## src/rtl/systolic_feed_sequencer.sv

```systemverilog
// Feeds one tile of LENGTH operand rows into a systolic skew buffer, then drains it with zero rows.
// Optional SYSTOLIC_FEED_STALL_CNT_EN adds a saturating count of LOAD cycles without a valid row.
module systolic_feed_sequencer #(
    parameter int WIDTH        = 8,
    parameter int LENGTH       = 5,
    parameter int DRAIN_CYCLES = 2*LENGTH-1
) (
    input  logic                      CLK,
    input  logic                      ASYNC_RST,
    input  logic                      start,
    input  logic                      abort,
    input  logic                      in_valid,
    output logic                      in_ready,
    input  logic [LENGTH*WIDTH-1:0]   in_data,
    output logic                      setup_en,
    output logic                      setup_sync_rst,
    output logic [LENGTH*WIDTH-1:0]   setup_data,
    output logic                      busy,
    output logic                      done
`ifdef SYSTOLIC_FEED_STALL_CNT_EN
    ,
    output logic [15:0]               stall_cnt
`endif
);

    localparam int MAX_CNT = (LENGTH > DRAIN_CYCLES) ? LENGTH : DRAIN_CYCLES;
    localparam int CNT_W   = $clog2(MAX_CNT + 1);
    localparam logic [CNT_W-1:0] LAST_ROW   = CNT_W'(LENGTH - 1);
    localparam logic [CNT_W-1:0] LAST_DRAIN = CNT_W'(DRAIN_CYCLES - 1);

    typedef enum logic [2:0] {IDLE, CLEAR, LOAD, DRAIN, DONE, FLUSH} state_t;

    state_t             state_reg, state_next;
    logic [CNT_W-1:0]   row_cnt_reg, row_cnt_next;
    logic [CNT_W-1:0]   drain_cnt_reg, drain_cnt_next;
    logic               pass_data;

    always_ff @(posedge CLK or posedge ASYNC_RST) begin
        if (ASYNC_RST) begin
            state_reg     <= IDLE;
            row_cnt_reg   <= '0;
            drain_cnt_reg <= '0;
        end else begin
            state_reg     <= state_next;
            row_cnt_reg   <= row_cnt_next;
            drain_cnt_reg <= drain_cnt_next;
        end
    end

    always_comb begin
        state_next     = state_reg;
        row_cnt_next   = row_cnt_reg;
        drain_cnt_next = drain_cnt_reg;
        in_ready       = 1'b0;
        setup_en       = 1'b0;
        setup_sync_rst = 1'b0;
        pass_data      = 1'b0;
        busy           = (state_reg != IDLE);
        done           = 1'b0;
        case (state_reg)
            IDLE: begin
                if (start) state_next = CLEAR;
            end
            CLEAR: begin
                setup_sync_rst = 1'b1;
                row_cnt_next   = '0;
                state_next     = abort ? FLUSH : LOAD;
            end
            LOAD: begin
                // abort masks ready so a row offered in the same cycle is never consumed
                in_ready = ~abort;
                if (abort) begin
                    state_next = FLUSH;
                end else if (in_valid) begin
                    setup_en     = 1'b1;
                    pass_data    = 1'b1;
                    row_cnt_next = row_cnt_reg + CNT_W'(1);
                    if (row_cnt_reg == LAST_ROW) begin
                        state_next     = DRAIN;
                        drain_cnt_next = '0;
                    end
                end
            end
            DRAIN: begin
                setup_en = 1'b1;
                if (abort) begin
                    state_next = FLUSH;
                end else if (drain_cnt_reg == LAST_DRAIN) begin
                    state_next = DONE;
                end else begin
                    drain_cnt_next = drain_cnt_reg + CNT_W'(1);
                end
            end
            DONE: begin
                done       = 1'b1;
                state_next = IDLE;
            end
            FLUSH: begin
                setup_sync_rst = 1'b1;
                state_next     = IDLE;
            end
            default: state_next = IDLE;
        endcase
    end

    // Rows pass straight through; zero rows fill the pipeline outside accepted handshakes
    for (genvar gi = 0; gi < LENGTH; gi++) begin : g_lane
        assign setup_data[gi*WIDTH +: WIDTH] = pass_data ? in_data[gi*WIDTH +: WIDTH] : '0;
    end

`ifdef SYSTOLIC_FEED_STALL_CNT_EN
    always_ff @(posedge CLK or posedge ASYNC_RST) begin
        if (ASYNC_RST) begin
            stall_cnt <= '0;
        end else if (state_reg == CLEAR) begin
            stall_cnt <= '0;
        end else if (state_reg == LOAD && !in_valid && stall_cnt != 16'hFFFF) begin
            stall_cnt <= stall_cnt + 16'd1;
        end
    end
`endif

endmodule

```

## config.mk

```make
export PLATFORM = sky130hd
export DESIGN_NAME = systolic_feed_sequencer
export DESIGN_NICKNAME = d
export VERILOG_FILES = /design/src/rtl/systolic_feed_sequencer.sv
export SDC_FILE = /design/constraint.sdc
export NUM_CORES = 1
export LEC_CHECK = 0
export BUFFER_PORTS_ARGS = -buffer_cell sky130_fd_sc_hd__buf_4
export CAP_MARGIN = 15
export CORE_MARGIN = 2
export CORE_UTILIZATION = 38
export DETAILED_ROUTE_END_ITERATION = 16
export PLACE_DENSITY = 0.83
export RECOVER_POWER = 50
export SLEW_MARGIN = 10
export SYNTH_ARGS = -nofsm -noshare
export SYNTH_HDL_FRONTEND = slang
export SYNTH_SLANG_ARGS = --single-unit
```

## constraint.sdc

```tcl
create_clock -name CLK -period 2.2 [get_ports CLK]
set_clock_uncertainty 0.2 [all_clocks]
set_input_delay 0.11 -clock CLK [delete_from_list [all_inputs] [get_ports CLK]]
set_output_delay 0.11 -clock CLK [all_outputs]
set_load 0.05 [all_outputs]
```

==> results of run 1 <==
logic make-up (layout without fill, tap and decap cells):
family	count (synthesis)	count (layout)	synth area share
compound gates	22	22	0.142
xor+xnor	3	3	0.0253
fa+ha+maj	4	4	0.0483
buf+inv	22	107	0.0965
flops	11	11	0.265
mux	1	1	0.00965
simple gates	70	70	0.413
where the power goes:
| group | internal, uW | total, uW | switching (uW) | leakage, uW |
|---|---|---|---|---|
| registers | 261 | 357 | 96.5 | 0.000147 |
| logic | 310 | 867 | 557 | 0.000887 |
| clock network | 70.2 | 139 | 68.4 | 0.0000150 |
critical path, delay by kind of cell:
family / cells / cell delay [ps]
buffers and inverters: 4 / 1200
AND/OR/NAND/NOR: 2 / 470
how the worst max path moves through the flow:
stage	from	end	slack (ps)	depth (start not counted)
2_1_floorplan	state_reg[2]	setup_data[29]	80	4
3_3_place_gp	state_reg[2]	drain_cnt_reg[3]	410	5
3_5_place_dp	state_reg[2]	drain_cnt_reg[1]	380	5
4_1_cts	abort	setup_data[11]	110	6
5_1_grt	abort	setup_data[0]	0.5	6
6_report	abort	setup_data[0]	100	6
area by class of cell:
cell class	instances	area [um2]	area share
multi-input cells	100	659	0.381
clock buffers	4	26.3	0.0152
flip-flops and latches	11	275	0.159
well taps	30	37.5	0.0217
repair buffers	96	707	0.408
inverters	7	26.3	0.0152
what timing repair did:
item	in CTS	in global routing
endpoints found under the hold margin	15	0
setup buffers	0	0
setup endpoints to repair	0	0
hold buffers	3	0
metal layers:
layer / global-route usage / part of all wire / up-vias
met5: 0 / 0 / -
li1: - / - / 642
met3: 0.0209 / 0.039 / 4
met1: 0.247 / 0.42 / 537
met2: 0.393 / 0.53 / 44
met4: 0.0748 / 0.011 / 0
through the flow:
stage               power, uW  setup slack, ps   util  instances  cell area [um2]
floorplan                 997             84.3      -        133             1040
global placement         1230              415  0.674        241             1700
detailed placement       1250              378  0.674        241             1700
CTS                      1400              114  0.696        248             1760
global route             1450            0.512  0.687        248             1730
finish                   1360              103  0.687        248             1730
cell usage in the layout, fill, tap and decap left out, types with 2 or more instances in the layout:
cell,instances
dlygate4sd3_1,3
nand3_1,5
nor3_1,3
o32ai_1,2
dfrtp_1,11
o21ai_0,5
ha_1,4
and3_1,41
inv_1,7
clkbuf_1,4
nand2_1,8
and2_0,2
nor2_1,3
clkbuf_4,4
xor2_1,3
buf_2,4
buf_4,85
a21oi_1,8
==> flow_metrics.tcl, run 1 <==
set metrics [dict create \
    grt_pass1_wl_um 5320 \
    worst-endpoint-required_ps 1890 \
    drc 0 \
    startpoint_type "primary input" \
    clock-sinks 11 \
    synth_flop_cell "dfrtp_1" \
    synth_fp_nets 182 \
    final_antenna_net_count 0 \
    avgSynthCellArea_um2 7.80 \
    rr_endpoint "drain_cnt_reg[1]" \
    yosys_warnings 0 \
    irDropWorstVdd_uv 617 \
    status "completed" \
    p_leak_uw 0.00105 \
    slew_viol_final 0 \
    cp_slowest_cell "dlygate4sd3_1" \
    overflow 0 \
    report.final.setup_viol 0 \
    dr.pass1.iters 4 \
    rsz0062_at_grt "no" \
    start_util 0.411 \
    viasPerCell 4.95 \
    yosys_register_bits 11 \
    fin_hold_ws_ps 149 \
    drtIter0Drc 53 \
    cts_tree "built" \
    synth_top_area_cell "dfrtp_1" \
    gp_congestion 0.861 \
    ctsRootBufferMaster "clkbuf_4" \
    power.density_nw_per_um2 787 \
    fp.dieW_um 56.2 \
    path_max_fanout 29 \
    syn_inst 133 \
    dieArea_um2 3160 \
    syn_to_final_growth_pct 66.9 \
    grt_pass1_vias 1117 \
    crit_arrival_ps 1790 \
    detail_route.wirelength_um 3560 \
    hold_path_class "in -> reg" \
    reg2reg_depth 5 \
    whs_path_depth 3 \
    clk_latency_ps 270 \
    end_kind "output port" \
    port_buffers 89 \
    worstMarginPinSlew_ps 625 \
    tns_ps 0 \
    cpMostUsedCell "buf_4" \
    relSlewSlack 0.585 \
    cts_buffer_depth 2 \
    cts_buffers 3 \
    netlist_top_cells_area "dfrtp_1, and3_1, ha_1, clkbuf_1, a21oi_1" \
    grt.total_usage 0.211 \
    synthArstFlopShare 1.00 \
    wl_per_cell_um 14.4 \
    yosys.cell_count.top_type "and3_1" \
    cts_resized 0 \
    worstSetupPathType "in -> out" \
    ys_types 33 \
    synth_seq_area_share 0.265 \
    grt_max_degree 47 \
    hold_violations 0 \
    vias 1227 \
    period_share 0.953 \
    slowest_delay_ps 540 \
    max_freq_mhz 477 \
    h-tree-depth 1 \
    n_fill_cell 217 \
    die-height_um 56.2 \
    hp-start "in_valid" \
    ys_top_cells_by_count "and3_1, clkbuf_1, dfrtp_1" \
    antenna_found_initial 0 \
    fp.coreArea_um2 2520 \
    netlist.area_leader.share 0.265 \
    ff2ff_setup_slack_ps 220 \
    r2r_start "state_reg[2]" \
    hold_end "row_cnt_reg[0]" \
    io_pins 90 \
    max-cap-violations 0 \
    crit_path_cell_trace "dlygate4sd3_1 > buf_4 > nor4b_4 > buf_4 > and3_1 > buf_4" \
    synth_edf_count 0 \
    antenna_cells 0 \
    rows 18 \
    drive_gt1_frac 0.436 \
    nets 268 \
    dpl.hpwl_um 2860 \
    syn-cell-area_um2 1040 \
    min_period_ps 2100 \
    path_clk_slew_ps 70 \
]
(Power assumes the default switching activity.)
==> run 2: changes to the inputs <==
--- a/config.mk
+++ b/config.mk
@@ -7,6 +7,7 @@
 export LEC_CHECK = 0
 export BUFFER_PORTS_ARGS = -buffer_cell sky130_fd_sc_hd__buf_4
 export CAP_MARGIN = 15
+export CORE_ASPECT_RATIO = 0.6
 export CORE_MARGIN = 2
 export CORE_UTILIZATION = 38
 export DETAILED_ROUTE_END_ITERATION = 16
==> flow_metrics.tcl, run 2 (synthesis results as in run 1) <==
set metrics [dict create \
    clock-sinks 11 \
    drtIter0Drc 46 \
    cts_buffers 3 \
    hold_path_class "in -> reg" \
    ff2ff_setup_slack_ps 150 \
    cts_buffer_depth 2 \
    antenna_cells 0 \
    gp_congestion 0.899 \
    h-tree-depth 1 \
    status "completed" \
    dr.pass1.iters 4 \
    grt.total_usage 0.236 \
    worstMarginPinSlew_ps 648 \
    io_pins 90 \
    vias 1306 \
    dpl.hpwl_um 2950 \
    dieArea_um2 3180 \
    nets 269 \
    worst-endpoint-required_ps 1890 \
    fin_hold_ws_ps 104 \
    drive_gt1_frac 0.447 \
    final_cells 251 \
    min_period_ps 2100 \
    dpl_worst_slack_ps 227 \
    clk_latency_ps 250 \
    antenna_found_initial 0 \
    viasPerCell 5.20 \
    r2r_start "state_reg[0]" \
    power.density_nw_per_um2 831 \
    slew_viol_final 0 \
    hold_violations 0 \
    period_share 0.955 \
    final_common_cell "buf_4" \
    path_clk_slew_ps 50 \
    rsz0062_at_grt "no" \
    final_cell_mix "buf_4, and3_1, dfrtp_1" \
    fp.coreArea_um2 2540 \
    rows 14 \
    place_inst 243 \
    cp-endpoint "setup_data[32]" \
    start_util 0.408 \
    reg2reg_depth 6 \
    rr_endpoint "drain_cnt_reg[1]" \
    port_buffers 89 \
    critPathLaunch "abort" \
    fp.dieW_um 71.5 \
    path_max_fanout 12 \
    worstSetupPathType "in -> out" \
    tns_ps 0 \
    syn_to_final_growth_pct 69.1 \
    crit_arrival_ps 1790 \
    final_antenna_net_count 0 \
    die-height_um 44.5 \
    overflow 0 \
    detail_route.wirelength_um 3890 \
    max-cap-violations 0 \
    post-route-util 0.691 \
    grt_max_degree 47 \
    report.final.setup_viol 0 \
    irDropWorstVdd_uv 624 \
    grt_pass1_vias 1150 \
    drc 0 \
    cts_tree "built" \
    p_leak_uw 0.00106 \
    fin_ws_ps 98.5 \
    ctsRootBufferMaster "clkbuf_8" \
    relSlewSlack 0.563 \
    wl_per_cell_um 15.5 \
    max_freq_mhz 476 \
    grt_pass1_wl_um 5780 \
    end_kind "output port" \
    startpoint_type "primary input" \
]
run 2: cell count changes in the layout (fill, tap and decap cells not counted), moves of 2 or more:
cell      before  now
buf_4         85   80
buf_6          0    2
clkbuf_4       4    1
clkbuf_2       0    7
clkbuf_8       0    3
run 2: area by class of cell:
type / count / area [um2]
fillers: 211 / 786
repair buffers: 97 / 708
multi-input cells: 100 / 659
flip-flops and latches: 11 / 275
clock buffers: 4 / 45.0
well taps: 32 / 40.0
inverters: 7 / 26.3
run 2: worst min-delay path by stage:
stage / startpoint / end / depth (start not counted)
2_1_floorplan: ASYNC_RST / drain_cnt_reg[0] / 1
3_3_place_gp: ASYNC_RST / drain_cnt_reg[3] / 2
3_5_place_dp: ASYNC_RST / drain_cnt_reg[3] / 2
4_1_cts: start / state_reg[0] / 3
5_1_grt: start / state_reg[0] / 3
6_report: start / state_reg[0] / 3
run 2: what timing repair did:
item / in CTS / in global routing
endpoints found under the hold margin: 14 / 0
pin swaps: 1 / 1
setup buffers: 2 / 0
hold buffers: 2 / 0
resized for setup: 0 / 2
setup endpoints to repair: 19 / 12
run 2: through the flow:
| stage | power, uW | area, um2 |
|---|---|---|
| floorplan | 997 | 1040 |
| global placement | 1220 | 1700 |
| detailed placement | 1250 | 1700 |
| CTS | 1480 | 1780 |
| global route | 1550 | 1750 |
| finish | 1460 | 1750 |
run 2: critical path, cell delays in order:
cell and delay (ps):
dlygate4sd3_1 540, buf_4 180, nor4b_4 270, buf_4 170
buf_4 160, and3_1 170, buf_4 200
run 2: routing by layer:
metal | up-vias | track usage | wire length, um
met5 | - | 0 | 0
met4 | 0 | 0.0755 | 49
met3 | 7 | 0.0638 | 286
met2 | 49 | 0.428 | 1980
met1 | 607 | 0.278 | 1570
li1 | 643 | - | -
run 2: report_power, final:
| group | switching [uW] | internal [uW] | leakage (uW) | total, uW |
|---|---|---|---|---|
| Clock | 85.9 | 128 | 0.0000228 | 214 |
| Combinational | 580 | 322 | 0.000894 | 902 |
| Sequential | 79.8 | 262 | 0.000147 | 341 |
==> run 3: changes to the inputs <==
--- a/config.mk
+++ b/config.mk
@@ -7,12 +7,12 @@
 export LEC_CHECK = 0
 export BUFFER_PORTS_ARGS = -buffer_cell sky130_fd_sc_hd__buf_4
 export CAP_MARGIN = 15
-export CORE_ASPECT_RATIO = 0.6
 export CORE_MARGIN = 2
 export CORE_UTILIZATION = 38
 export DETAILED_ROUTE_END_ITERATION = 16
 export PLACE_DENSITY = 0.83
 export RECOVER_POWER = 50
+export SETUP_SLACK_MARGIN = 0.1
 export SLEW_MARGIN = 10
 export SYNTH_ARGS = -nofsm -noshare
 export SYNTH_HDL_FRONTEND = slang
==> flow_metrics.tcl, run 3 (synthesis results as in run 1) <==
set metrics [dict create \
    fp.dieW_um 56.2 \
    clk_latency_ps 280 \
    drc 0 \
    viasPerCell 5.21 \
    p_int_uw 693 \
    rr_endpoint "drain_cnt_reg[1]" \
    hold_path_class "in -> reg" \
    relSlewSlack 0.586 \
    min_period_ps 2080 \
    slew_viol_final 0 \
    grt_pass1_wl_um 5910 \
    startpoint_type "flop" \
    fp.coreArea_um2 2520 \
    max_freq_mhz 481 \
    grt_max_degree 47 \
    cp_slowest_cell "dfrtp_2" \
    r2r_start "state_reg[1]" \
    slowest_delay_ps 460 \
    drive_gt1_frac 0.516 \
    start_util 0.411 \
    ff2ff_setup_slack_ps 290 \
    pwr-share-comb 0.659 \
    use_met3 0.0535 \
    nets 273 \
    dieArea_um2 3160 \
    cts_buffer_depth 2 \
    critPathLaunch "state_reg[2]" \
    worstSetupPathType "reg -> out" \
    period_share 0.945 \
    pwr-share-seq 0.244 \
    path_max_fanout 13 \
    fin_ws_ps 121 \
    hold_violations 0 \
    cts_buffers 3 \
    gp_congestion 0.848 \
    report.final.setup_viol 0 \
    vias 1319 \
    grt_pass1_vias 1203 \
    detail_route.wirelength_um 3950 \
    final_antenna_net_count 0 \
    cts_tree "built" \
    top_usage_layer "met2" \
    rows 18 \
    use_met2 0.472 \
    p_leak_uw 0.00107 \
    clock-sinks 11 \
    drtIter0Drc 59 \
    tns_ps 0 \
    hp-start "start" \
    cp-endpoint "setup_data[14]" \
    antenna_found_initial 0 \
    overflow 0 \
    reg2reg_depth 5 \
    p_clk_frac 0.097 \
    antenna_cells 0 \
    wl_per_cell_um 15.6 \
    worst-endpoint-required_ps 1890 \
    n_fill_cell 219 \
    port_buffers 89 \
    path_clk_slew_ps 70 \
    ctsRootBufferMaster "clkbuf_4" \
    end_kind "output port" \
    crit_arrival_ps 1770 \
    final_common_cell "buf_4" \
    grt_use_met1 0.250 \
    irDropWorstVdd_uv 914 \
    die-height_um 56.2 \
    dr.pass1.iters 4 \
    p_switching_uw 756 \
    grt.total_usage 0.238 \
    io_pins 90 \
    sw_frac_of_total 0.522 \
    worstMarginPinSlew_ps 624 \
    h-tree-depth 1 \
    max-cap-violations 0 \
    rsz0062_at_grt "yes" \
    syn_to_final_growth_pct 74.2 \
    status "completed" \
    crit_path_cell_trace "nor4b_4 > buf_4 > buf_6 > and3_1 > buf_2" \
    dpl_worst_slack_ps 329 \
    final_cell_mix "buf_4, and3_1, and3_2" \
    power.density_nw_per_um2 802 \
    post-route-util 0.716 \
    dpl.hpwl_um 2960 \
]
## run 3: cell types whose count changed in the layout (fill, tap and decap cells not counted), sizes merged
| cell | previous run | this run |
|---|---|---|
| clkbuf | 14 | 9 |
| buf | 85 | 93 |
| clkinv | 0 | 1 |
## run 3: critical path, delay by kind of cell, from the launching register on
family        cells  cell delay [ps]
flops             1              460
simple gates      2              450
buf+inv           3              590
## run 3: final cells by class
cell class              count  area [um2]  area share
well taps                  30        37.5      0.0208
clock buffers               3        22.5      0.0125
clock inverters             1        5.00     0.00277
repair buffers            101         763       0.422
multi-input cells         100         673       0.373
inverters                   7        26.3      0.0145
flip-flops and latches     11         279       0.154
## run 3: how the worst min path moves through the flow
stage                       endpoint  slack [ps]  depth (start not counted)
floorplan           drain_cnt_reg[0]        -240                          1
global placement      row_cnt_reg[0]         -70                          2
detailed placement    row_cnt_reg[2]         -70                          2
CTS                     state_reg[0]           6                          3
global route            state_reg[0]          20                          3
finish                  state_reg[0]           5                          3
## run 3: stage by stage
step	instance area (um2)	power, uW	std cells	hold WS [ps]
after floorplan	1050	999	133	-238
after global placement	1700	1210	240	-73.4
after detailed placement	1700	1240	240	-68.8
after CTS	1760	1410	246	5.92
after global routing	1810	1550	253	18.0
final	1810	1450	253	5.15
## run 3: routing by layer
layer,part of all wire,wire length [um]
met1,0.38,1490
met2,0.58,2280
met3,0.036,142
met4,0.0078,31
met5,0,0
## run 3: repair_timing
action	4_1_cts	5_1_grt
buffers inserted	0	5
hold endpoints to repair	15	0
hold buffers	2	0
gates resized for setup	3	9
pin swaps	0	1
cloned	0	2
setup endpoints to repair	41	41
## run 3: power by group through the flow
stage	sequential, uW	combinational [uW]	clock, uW
finish	353	955	140
global route	366	1030	160
CTS	368	895	143
detailed placement	372	873	0
global placement	361	851	0
floorplan	299	700	0
